[config.mk]
export PLATFORM = sky130hd
export DESIGN_NAME = alu_mdu
export DESIGN_NICKNAME = d
export VERILOG_FILES = /design/src/rtl/alu_mdu.sv
export SDC_FILE = /design/constraint.sdc
export NUM_CORES = 2
export LEC_CHECK = 0
export CAP_MARGIN = 20
export CORE_ASPECT_RATIO = 0.9
export CORE_MARGIN = 2
export CORE_UTILIZATION = 55
export CTS_BUF_LIST = sky130_fd_sc_hd__clkbuf_2
export DETAILED_ROUTE_END_ITERATION = 12
export PLACE_DENSITY = 0.75
export SETUP_SLACK_MARGIN = 0.1
export SLEW_MARGIN = 20
export SYNTH_ARGS = -nofsm -noshare
export SYNTH_HDL_FRONTEND = slang
export SYNTH_SLANG_ARGS = --single-unit
[constraint.sdc]
create_clock -name clk -period 7.75 [get_ports clk]
set_input_delay 1.55 -clock clk [delete_from_list [all_inputs] [get_ports clk]]
set_output_delay 1.55 -clock clk [all_outputs]
set_load 0.05 [all_outputs]
[src/rtl/alu_mdu.sv]
`timescale 1ns/1ps
// EX-stage ALU with an iterative multiply/divide unit and architectural HI/LO.
// Single-cycle ops return one cycle after acceptance; MULT/DIV variants take WIDTH+1 busy cycles.
module alu_mdu #(
    parameter int WIDTH = 32,
    parameter int SHW   = $clog2(WIDTH)
) (
    input  logic             clk,
    input  logic             rst,
    input  logic             in_valid,
    output logic             in_ready,
    input  logic [WIDTH-1:0] rsdata,
    input  logic [WIDTH-1:0] rtdata,
    input  logic [5:0]       func,
    output logic             out_valid,
    output logic [WIDTH-1:0] result,
    output logic             overflow,
    output logic             illegal,
    output logic [WIDTH-1:0] hi,
    output logic [WIDTH-1:0] lo
);
    localparam logic [1:0] S_IDLE = 2'd0;
    localparam logic [1:0] S_MUL  = 2'd1;
    localparam logic [1:0] S_DIV  = 2'd2;
    localparam logic [1:0] S_DONE = 2'd3;

    logic [1:0]       state_reg;
    logic [SHW-1:0]   count_reg;
    logic [WIDTH-1:0] opa_reg, acc_hi_reg, acc_lo_reg;
    logic             neg_q_reg, neg_r_reg, dzero_reg;
    logic [WIDTH-1:0] result_reg, hi_reg, lo_reg;
    logic             out_valid_reg, overflow_reg, illegal_reg;

    logic [WIDTH-1:0] add_sum, sub_diff, and_v, or_v, xor_v, nor_v;
    logic [WIDTH-1:0] alu_result;
    logic             alu_ovf, alu_ill, is_mdu;

    assign add_sum  = rsdata + rtdata;
    assign sub_diff = rsdata - rtdata;

    for (genvar gi = 0; gi < WIDTH; gi++) begin : g_logic
        assign and_v[gi] = rsdata[gi] & rtdata[gi];
        assign or_v[gi]  = rsdata[gi] | rtdata[gi];
        assign xor_v[gi] = rsdata[gi] ^ rtdata[gi];
        assign nor_v[gi] = ~(rsdata[gi] | rtdata[gi]);
    end

    always_comb begin
        alu_result = '0;
        alu_ovf    = 1'b0;
        alu_ill    = 1'b0;
        is_mdu     = 1'b0;
        case (func)
            6'b100000: begin
                alu_result = add_sum;
                alu_ovf    = (rsdata[WIDTH-1] == rtdata[WIDTH-1]) && (add_sum[WIDTH-1] != rsdata[WIDTH-1]);
            end
            6'b100010: begin
                alu_result = sub_diff;
                alu_ovf    = (rsdata[WIDTH-1] != rtdata[WIDTH-1]) && (sub_diff[WIDTH-1] != rsdata[WIDTH-1]);
            end
            6'b100001: alu_result = add_sum;
            6'b100011: alu_result = sub_diff;
            6'b100100: alu_result = and_v;
            6'b100101: alu_result = or_v;
            6'b100110: alu_result = xor_v;
            6'b100111: alu_result = nor_v;
            6'b101010: alu_result = {{(WIDTH-1){1'b0}}, $signed(rsdata) < $signed(rtdata)};
            6'b101011: alu_result = {{(WIDTH-1){1'b0}}, rsdata < rtdata};
            6'b000100: alu_result = rtdata << rsdata[SHW-1:0];
            6'b000110: alu_result = rtdata >> rsdata[SHW-1:0];
            6'b000111: alu_result = $signed(rtdata) >>> rsdata[SHW-1:0];
            6'b001010: alu_result = rsdata;
            6'b010000: alu_result = hi_reg;
            6'b010010: alu_result = lo_reg;
            6'b011000, 6'b011001, 6'b011010, 6'b011011: is_mdu = 1'b1;
            default:   alu_ill = 1'b1;
        endcase
    end

    // Signed MDU ops iterate on magnitudes; func[0]=1 selects the unsigned variants.
    logic             a_neg, b_neg;
    logic [WIDTH-1:0] a_mag, b_mag;
    assign a_neg = ~func[0] & rsdata[WIDTH-1];
    assign b_neg = ~func[0] & rtdata[WIDTH-1];
    assign a_mag = a_neg ? -rsdata : rsdata;
    assign b_mag = b_neg ? -rtdata : rtdata;

    logic [WIDTH:0]   mul_sum, div_shift, div_diff;
    logic             div_ge;
    logic [WIDTH-1:0] step_hi, step_lo, fix_hi, fix_lo;
    logic [2*WIDTH-1:0] prod_fix;

    assign mul_sum   = {1'b0, acc_hi_reg} + (acc_lo_reg[0] ? {1'b0, opa_reg} : '0);
    assign div_shift = {acc_hi_reg, acc_lo_reg[WIDTH-1]};
    assign div_diff  = div_shift - {1'b0, opa_reg};
    assign div_ge    = ~div_diff[WIDTH];

    always_comb begin
        step_hi = div_ge ? div_diff[WIDTH-1:0] : div_shift[WIDTH-1:0];
        step_lo = {acc_lo_reg[WIDTH-2:0], div_ge};
        if (state_reg == S_MUL) begin
            step_hi = mul_sum[WIDTH:1];
            step_lo = {mul_sum[0], acc_lo_reg[WIDTH-1:1]};
        end
    end

    // Sign correction folds into the last iteration so result can be registered with out_valid.
    always_comb begin
        prod_fix = neg_q_reg ? -{step_hi, step_lo} : {step_hi, step_lo};
        fix_hi   = prod_fix[2*WIDTH-1:WIDTH];
        fix_lo   = prod_fix[WIDTH-1:0];
        if (state_reg == S_DIV) begin
            fix_hi = neg_r_reg ? -step_hi : step_hi;
            fix_lo = dzero_reg ? '1 : (neg_q_reg ? -step_lo : step_lo);
        end
    end

    always_ff @(posedge clk) begin
        if (rst) begin
            state_reg     <= S_IDLE;
            count_reg     <= '0;
            opa_reg       <= '0;
            acc_hi_reg    <= '0;
            acc_lo_reg    <= '0;
            neg_q_reg     <= 1'b0;
            neg_r_reg     <= 1'b0;
            dzero_reg     <= 1'b0;
            result_reg    <= '0;
            hi_reg        <= '0;
            lo_reg        <= '0;
            out_valid_reg <= 1'b0;
            overflow_reg  <= 1'b0;
            illegal_reg   <= 1'b0;
        end else begin
            out_valid_reg <= 1'b0;
            overflow_reg  <= 1'b0;
            illegal_reg   <= 1'b0;
            case (state_reg)
                S_IDLE: begin
                    if (in_valid) begin
                        if (is_mdu) begin
                            state_reg  <= func[1] ? S_DIV : S_MUL;
                            count_reg  <= '0;
                            neg_q_reg  <= a_neg ^ b_neg;
                            neg_r_reg  <= a_neg;
                            dzero_reg  <= (rtdata == '0);
                            opa_reg    <= func[1] ? b_mag : a_mag;
                            acc_hi_reg <= '0;
                            acc_lo_reg <= func[1] ? a_mag : b_mag;
                        end else begin
                            out_valid_reg <= 1'b1;
                            result_reg    <= alu_result;
                            overflow_reg  <= alu_ovf;
                            illegal_reg   <= alu_ill;
                        end
                    end
                end
                S_MUL, S_DIV: begin
                    count_reg <= count_reg + SHW'(1);
                    if (count_reg == SHW'(WIDTH-1)) begin
                        acc_hi_reg    <= fix_hi;
                        acc_lo_reg    <= fix_lo;
                        result_reg    <= fix_lo;
                        out_valid_reg <= 1'b1;
                        state_reg     <= S_DONE;
                    end else begin
                        acc_hi_reg <= step_hi;
                        acc_lo_reg <= step_lo;
                    end
                end
                default: begin
                    hi_reg    <= acc_hi_reg;
                    lo_reg    <= acc_lo_reg;
                    state_reg <= S_IDLE;
                end
            endcase
        end
    end

    assign in_ready  = (state_reg == S_IDLE);
    assign out_valid = out_valid_reg;
    assign result    = result_reg;
    assign overflow  = overflow_reg;
    assign illegal   = illegal_reg;
    assign hi        = hi_reg;
    assign lo        = lo_reg;
endmodule

### After elaboration in Yosys (flattened, before gate mapping)

Index checks and enable logic that the tools add are counted.

| operators by class | value |
|---|---|
| $add $sub $neg | 10 |
| order comparisons | 2 |
| eq/ne operators | 31 |
| shift operators | 3 |
| multiplexer cells | 42 |
| bitwise gates (word level) | 135 |
| reduce and logical (&&, ||, !) cells | 16 |

Operator list:

| cell | count |
|---|---|
| two-way mux 32 bit | 22 |
| case mux 32 bit (14 select lines) | 1 |
| case mux 32 bit (2 select lines) | 3 |
| negation 32 bit | 4 |
| less-than comparator 32 bit | 2 |
| two-way mux 64 bit | 1 |
| negation 64 bit | 1 |
| equality test 6 bit (second input constant) | 10 |
| equality test 6 x 5 -> 1 bit (second input constant) | 6 |
| NOT 1 bit | 36 |
| bitwise AND 1 bit | 34 |
| adder 32 x 32 -> 33 bit | 1 |
| subtractor 33 x 32 -> 33 bit | 1 |
| bitwise XOR 1 bit | 33 |
| adder 32 bit | 1 |
| logical NOT 32 bit | 1 |
| OR 1 bit | 32 |
| left shift 32 x 5 -> 32 bit | 1 |
| >> shifter 32 x 5 -> 32 bit | 1 |
| >>> shifter 32 x 5 -> 32 bit | 1 |
| subtractor 32 bit | 1 |
| OR reduction 20 bit | 1 |
| equality test 6 x 3 -> 1 bit (second input constant) | 3 |
| two-way mux 5 bit | 2 |
| 22 further kinds | 40 |

| storage, ports and cells | value |
|---|---|
| flip-flop bits (word level) | 205 |
| input port bits | 73 |
| output and inout port bits | 100 |
| logic and storage cells | 253 |

### Depth between registers and ports, before layout

| depth | value |
|---|---|
| depth after elaboration | 9 |
| mapped depth | 25 |
| gate-level depth less buffers | 25 |

### Least setup slack after synthesis

OpenSTA, ideal clock, no wires.

| timing path | value |
|---|---|
| path type | input to register |
| start point | input rsdata[0] |
| end point | register result_reg[31] (netlist: result[31]) |
| library setup time | 0.086 ns |
| arrival | 6.149 ns |
| data required time | 7.664 ns |
| slack | 1.515 ns |
| stages on the path | 19 |
| path through | clkbuf_1 inv_2 buf_1 buf_1 ha_1 o21ba_2 o21bai_1 a2111o_1 a311o_1 a21oi_1 o31ai_1 a311o_1 a2111oi_0 nor3_1 a21oi_1 o31ai_1 a211oi_1 o2bb2ai_1 a211oi_1 |

| on the way | value |
|---|---|
| longest elaborated chain between the ends | 5 |
| elaborated cells on any way between the ends | 9 |
| classes of those cells | add/sub (2); shift (3); mux (4) |

RTL lines:

| element | line | RTL |
|---|---|---|
| from (decl) | 12 | `input logic [WIDTH-1:0] rsdata,` |
| subtractor 32 bit (tied with other cells) | 39 | `assign sub_diff = rsdata - rtdata;` |
| case mux 32 bit (14 select lines) * | 53 | `case (func)` |
| two-way mux 32 bit * | 142 | `if (is_mdu) begin` |
| two-way mux 32 bit * | 141 | `if (in_valid) begin` |
| case mux 32 bit (2 select lines) * | 139 | `case (state_reg)` |
| to (signal assigned) | 153 | `result_reg <= alu_result;` |
| to (signal assigned) | 164 | `result_reg <= fix_lo;` |
| to (decl) | 31 | `logic [WIDTH-1:0] result_reg, hi_reg, lo_reg;` |

Every way passes the cells marked *; elsewhere a longest branch is shown, timed or not. The select of a mux whose other input is x is not followed.
A chain may end at the register's enable or synchronous reset.

### Worst setup path in the final report

| timing path | value |
|---|---|
| start point | register acc_lo_reg[31] |
| end point | register acc_hi_reg[26] |

| on the way | value |
|---|---|
| longest elaborated chain between the ends | 8 |
| elaborated cells on any way between the ends | 12 |
| classes of those cells | add/sub (3); mux (8); bitwise (1) |

RTL lines:

| element | line | RTL |
|---|---|---|
| from (decl) | 29 | `logic [WIDTH-1:0] opa_reg, acc_hi_reg, acc_lo_reg;` |
| from (signal assigned) | 150 | `acc_lo_reg <= func[1] ? a_mag : b_mag;` |
| from (signal assigned) | 163 | `acc_lo_reg <= fix_lo;` |
| from (signal assigned) | 169 | `acc_lo_reg <= step_lo;` |
| subtractor 33 x 32 -> 33 bit | 96 | `assign div_diff = div_shift - {1'b0, opa_reg};` |
| two-way mux 32 bit or NOT 1 bit (tied branches) | 100, 97 |  |
| two-way mux 32 bit | 102 | `if (state_reg == S_MUL) begin` |
| negation 64 bit or negation 32 bit (tied branches) | 110, 114 |  |
| two-way mux 64 bit or two-way mux 32 bit (tied branches) | 110, 114 |  |
| two-way mux 32 bit | 113 | `if (state_reg == S_DIV) begin` |
| two-way mux 32 bit * | 161 | `if (count_reg == SHW'(WIDTH-1)) begin` |
| case mux 32 bit (2 select lines) * | 139 |  |
| to (signal assigned) | 162 | `acc_hi_reg <= fix_hi;` |
| to (signal assigned) | 168 | `acc_hi_reg <= step_hi;` |
| to (decl) | 29 |  |

Every way passes the cells marked *; elsewhere a longest branch is shown, timed or not.

==> summary.md <==
| Metric | Value |
|---|---|
| Status | `completed` |
| Total power | `between 0.006 and 0.007 W` |
| Post-Synthesis Cells | `between 3k and 4k` |
| Slew headroom | `15.00%` |
| Met2 wire len | `46300 um` |
| Post-Syn Nets | `3862` |
| PD cells | `roughly 230 nW/um^2` |
| Largest net degree at the start of global routing | `approximately 140` |
| Worst hold path type | `reg -> reg` |
| DRC errors left | `0` |
| Die width | `231.9 um` |
| Synth Register Bits | `205` |
| CTS tree | `done` |
| Setup bufs post-CTS | `0` |
| Drt total wl | `120200 um` |
| Combinational share of power | `around 67%` |
| DR iter-0 viols | `5357` |
| Post-route antenna net violation count | `0` |
| Total vias in the final route | `29.84k` |
| Area leader, netlist | `dfxtp_1` |
| Initial antenna violation count | `7` |
| Metal3 WL | `about 18000 um` |
| Most frequent cells in the layout | `nor2_1, nand2_1, a21oi_1` |
| Routability Congestion | `between 1 and 1.5` |
| Fin. max-slew vios | `0` |
| RSZ-0062 raised after global routing | `false` |
| Crit path required time | `8570 ps` |
| Largest cells by area after synthesis | `dfxtp_1, ha_1, mux2i_1` |
| Hold_buf cts | `0` |
| Worst hold path depth | `2` |
| Cells on worst reg2reg path | `23` |
| Clock root buffer | `clkbuf_2` |
| Worst Setup Start Kind | `flip-flop` |
| Vias/cell | `6.965` |
| Starting Density | `55.44%` |
| # port buffers | `172` |
| Setup TNS | `0 ps` |
| Total Nets Final | `3875` |
| Reg2Reg Setup Slack | `710 ps` |
| Internal cell power | `0.002774 W` |
| Core area | `between 40000 and 50000 um^2` |
| H-tree depth | `2` |
| Max Used Layer | `met5` |
| Final Hold Viols | `0` |
| Max_cap viols | `0` |
| Most used cell, CP | `inv_1` |
| Hpwl dp | `92090 um` |
| Post-synthesis sequential area ratio | `about 16%` |
| Gr usage total | `47.65%` |
| Fmax | `around 140 MHz` |
| Finish-stage setup viols | `0` |
| Slowest cell on crit path | `nor4_1` |
| Final setup skew | `110.5 ps` |
| YS warnings | `0` |
| Sw Pwr | `0.003565 W` |
| Number of flops mapped to enable cells by yosys | `0` |
| Clock share of power | `12.8%` |
| Fin crit period | `about 7000 ps` |
| Setup ws final | `707.9 ps` |
| Maximum vdd drop | `0.5195 mV` |
| Most common cell after layout, fill and taps aside | `nor2_1` |
| Share of cells above drive strength 1 | `6.819%` |
| Post-synthesis average cell area | `7.112 um^2` |
| Final Cycle Share | `about nine tenths` |
| Most used flip-flop cell after synthesis | `dfxtp_1` |
| Synth unique cells | `84` |
| Setup CP Type | `reg -> reg` |
| # IOs | `roughly 170` |
| Drt pass-1 iters | `8` |
| Area growth syn-to-layout | `9.483%` |
| Row cnt | `75` |
| Clk sinks | `205` |
| Finished Core Util | `~60%` |
| Vias in the first global route | `26.18k` |
| Sw Ratio | `between 50% and 60%` |
| Worst slack, placed | `1081 ps` |
| CP peak stage delay | `600 ps` |
| Global-route wire length before repair | `174000 um` |
| CP Max Fanout | `6` |
| Cell area after synthesis | `25700 um^2` |
| Clock tree buffer depth | `3` |
| Leak Pwr | `11.26 nW` |
| Die H | `209.1 um` |
| Clk Latency, worst-skew pair | `1000 ps` |
| Worst Tran Pin Value | `1272 ps` |
| Crit path cell chain | `inv_1 -> ha_1 -> inv_1 -> fa_1 -> a211oi_1 -> o211a_1 -> nor3_4 -> a211oi_2 -> o21ai_1 -> o2111a_1 -> a21oi_1 -> ha_1 -> inv_1 -> nor4_1 -> o21ai_0 -> nor4_1 -> nand4_1 -> nor2_1 -> nand3_1 -> a21oi_1 -> a41oi_1 -> xnor2_1 -> a22o_1` |
| Setup crit end kind | `flip-flop` |
| WP data arrival | `7860 ps` |
| Yosys top cell area share | `15.97%` |
| Grt ovf | `0` |
| Total die area | `48480 um^2` |
| Asr flop ratio synth | `0%` |
| Total CTS buffers | `52` |
| CTS resizes | `0` |
| DR WL/cell | `28.07 um` |
| Wl on met1 | `approximately 49000 um` |
| Seq pwr share | `20.2%` |
| Worst-path clk slew | `140 ps` |
-- cell usage after synthesis (all sizes together) (14+ instances only) --
cell,instances
nor2,462
nand2,302
a21oi,289
o21ai,257
clkbuf,227
mux2i,206
dfxtp,205
xnor2,179
ha,171
inv,163
nor3,93
a211oi,89
nand3,68
o211ai,57
a21o,54
and2,53
buf,48
a31oi,44
xor2,41
a221oi,35
a22o,33
a311oi,32
mux2,32
a22oi,30
o31ai,30
mux4,25
nand4,25
and3,24
nor4,24
o221ai,24
nand2b,23
o21a,23
or3,22
o22ai,19
or2,18
o21bai,16
nor2b,15
a41oi,14
-- cells by family after synthesis --
| kind of cell | Yosys count | synth area share [%] |
|---|---|---|
| adder cells (fa/ha/maj) | 175 | 8.636 |
| AO/OA/AOI/OAI | 1149 | 29.31 |
| flip-flops | 205 | 15.97 |
| AND/OR/NAND/NOR | 1162 | 20.41 |
| XOR/XNOR | 220 | 7.497 |
| buffers and inverters | 440 | 6.548 |
| multiplexers | 263 | 11.63 |
-- final timing paths --
kind | end | start
setup reg to reg | acc_hi_reg[26] | acc_lo_reg[31]
hold reg to reg | count_reg[4] | count_reg[4]
hold / removal | count_reg[4] | count_reg[4]
setup / recovery | acc_hi_reg[26] | acc_lo_reg[31]
-- layout make-up --
type | instances | area, um^2
multi-input combinational | 2969 | 20000
fill | 4498 | 18220
sequential | 205 | 4104
timing repair buffer | 234 | 2175
tap | 616 | 770.7
inverter | 165 | 619.3
clock buffer | 73 | 365.4
clock inverter | 20 | 105.1
antenna | 2 | 5.005
-- worst max-delay path: cells and delay by family (launching register included) --
kind / cells / cell delay [ps]
compound gates: 10 / 3300
simple gates: 6 / 1960
fa+ha+maj: 3 / 870
flops: 1 / 360
buf+inv: 3 / 290
xor+xnor: 1 / 160
-- metrics by stage --
| step | cell area (um^2) | instances | hold WS, ps |
|---|---|---|---|
| 5_1_grt | 28130 | 4282 | 496.2 |
| 4_1_cts | 28130 | 4282 | 468.9 |
| 3_5_place_dp | 27660 | 4189 | 453.6 |
| 2_1_floorplan | 25700 | 3614 | 436.2 |
| 6_report | 28140 | 4284 | 470.6 |
| 3_3_place_gp | 27660 | 4189 | 448.8 |
-- power by group through the flow --
stage	clock network [W]	registers (W)	logic [W]
4_1_cts	0.000799	0.00127	0.00404
6_report	0.000812	0.00128	0.00425
2_1_floorplan	0	0.00140	0.00265
3_5_place_dp	0	0.00129	0.00402
5_1_grt	0.000849	0.00128	0.00445
3_3_place_gp	0	0.00129	0.00402
-- per-layer routing --
metal	up-vias	GRT usage (%)
met3	383	14.72
met1	13850	68.35
met4	4	20.11
li1	13220	-
met2	2387	64.93
met5	-	0
No activity file was read; power rests on OpenSTA's default activity.
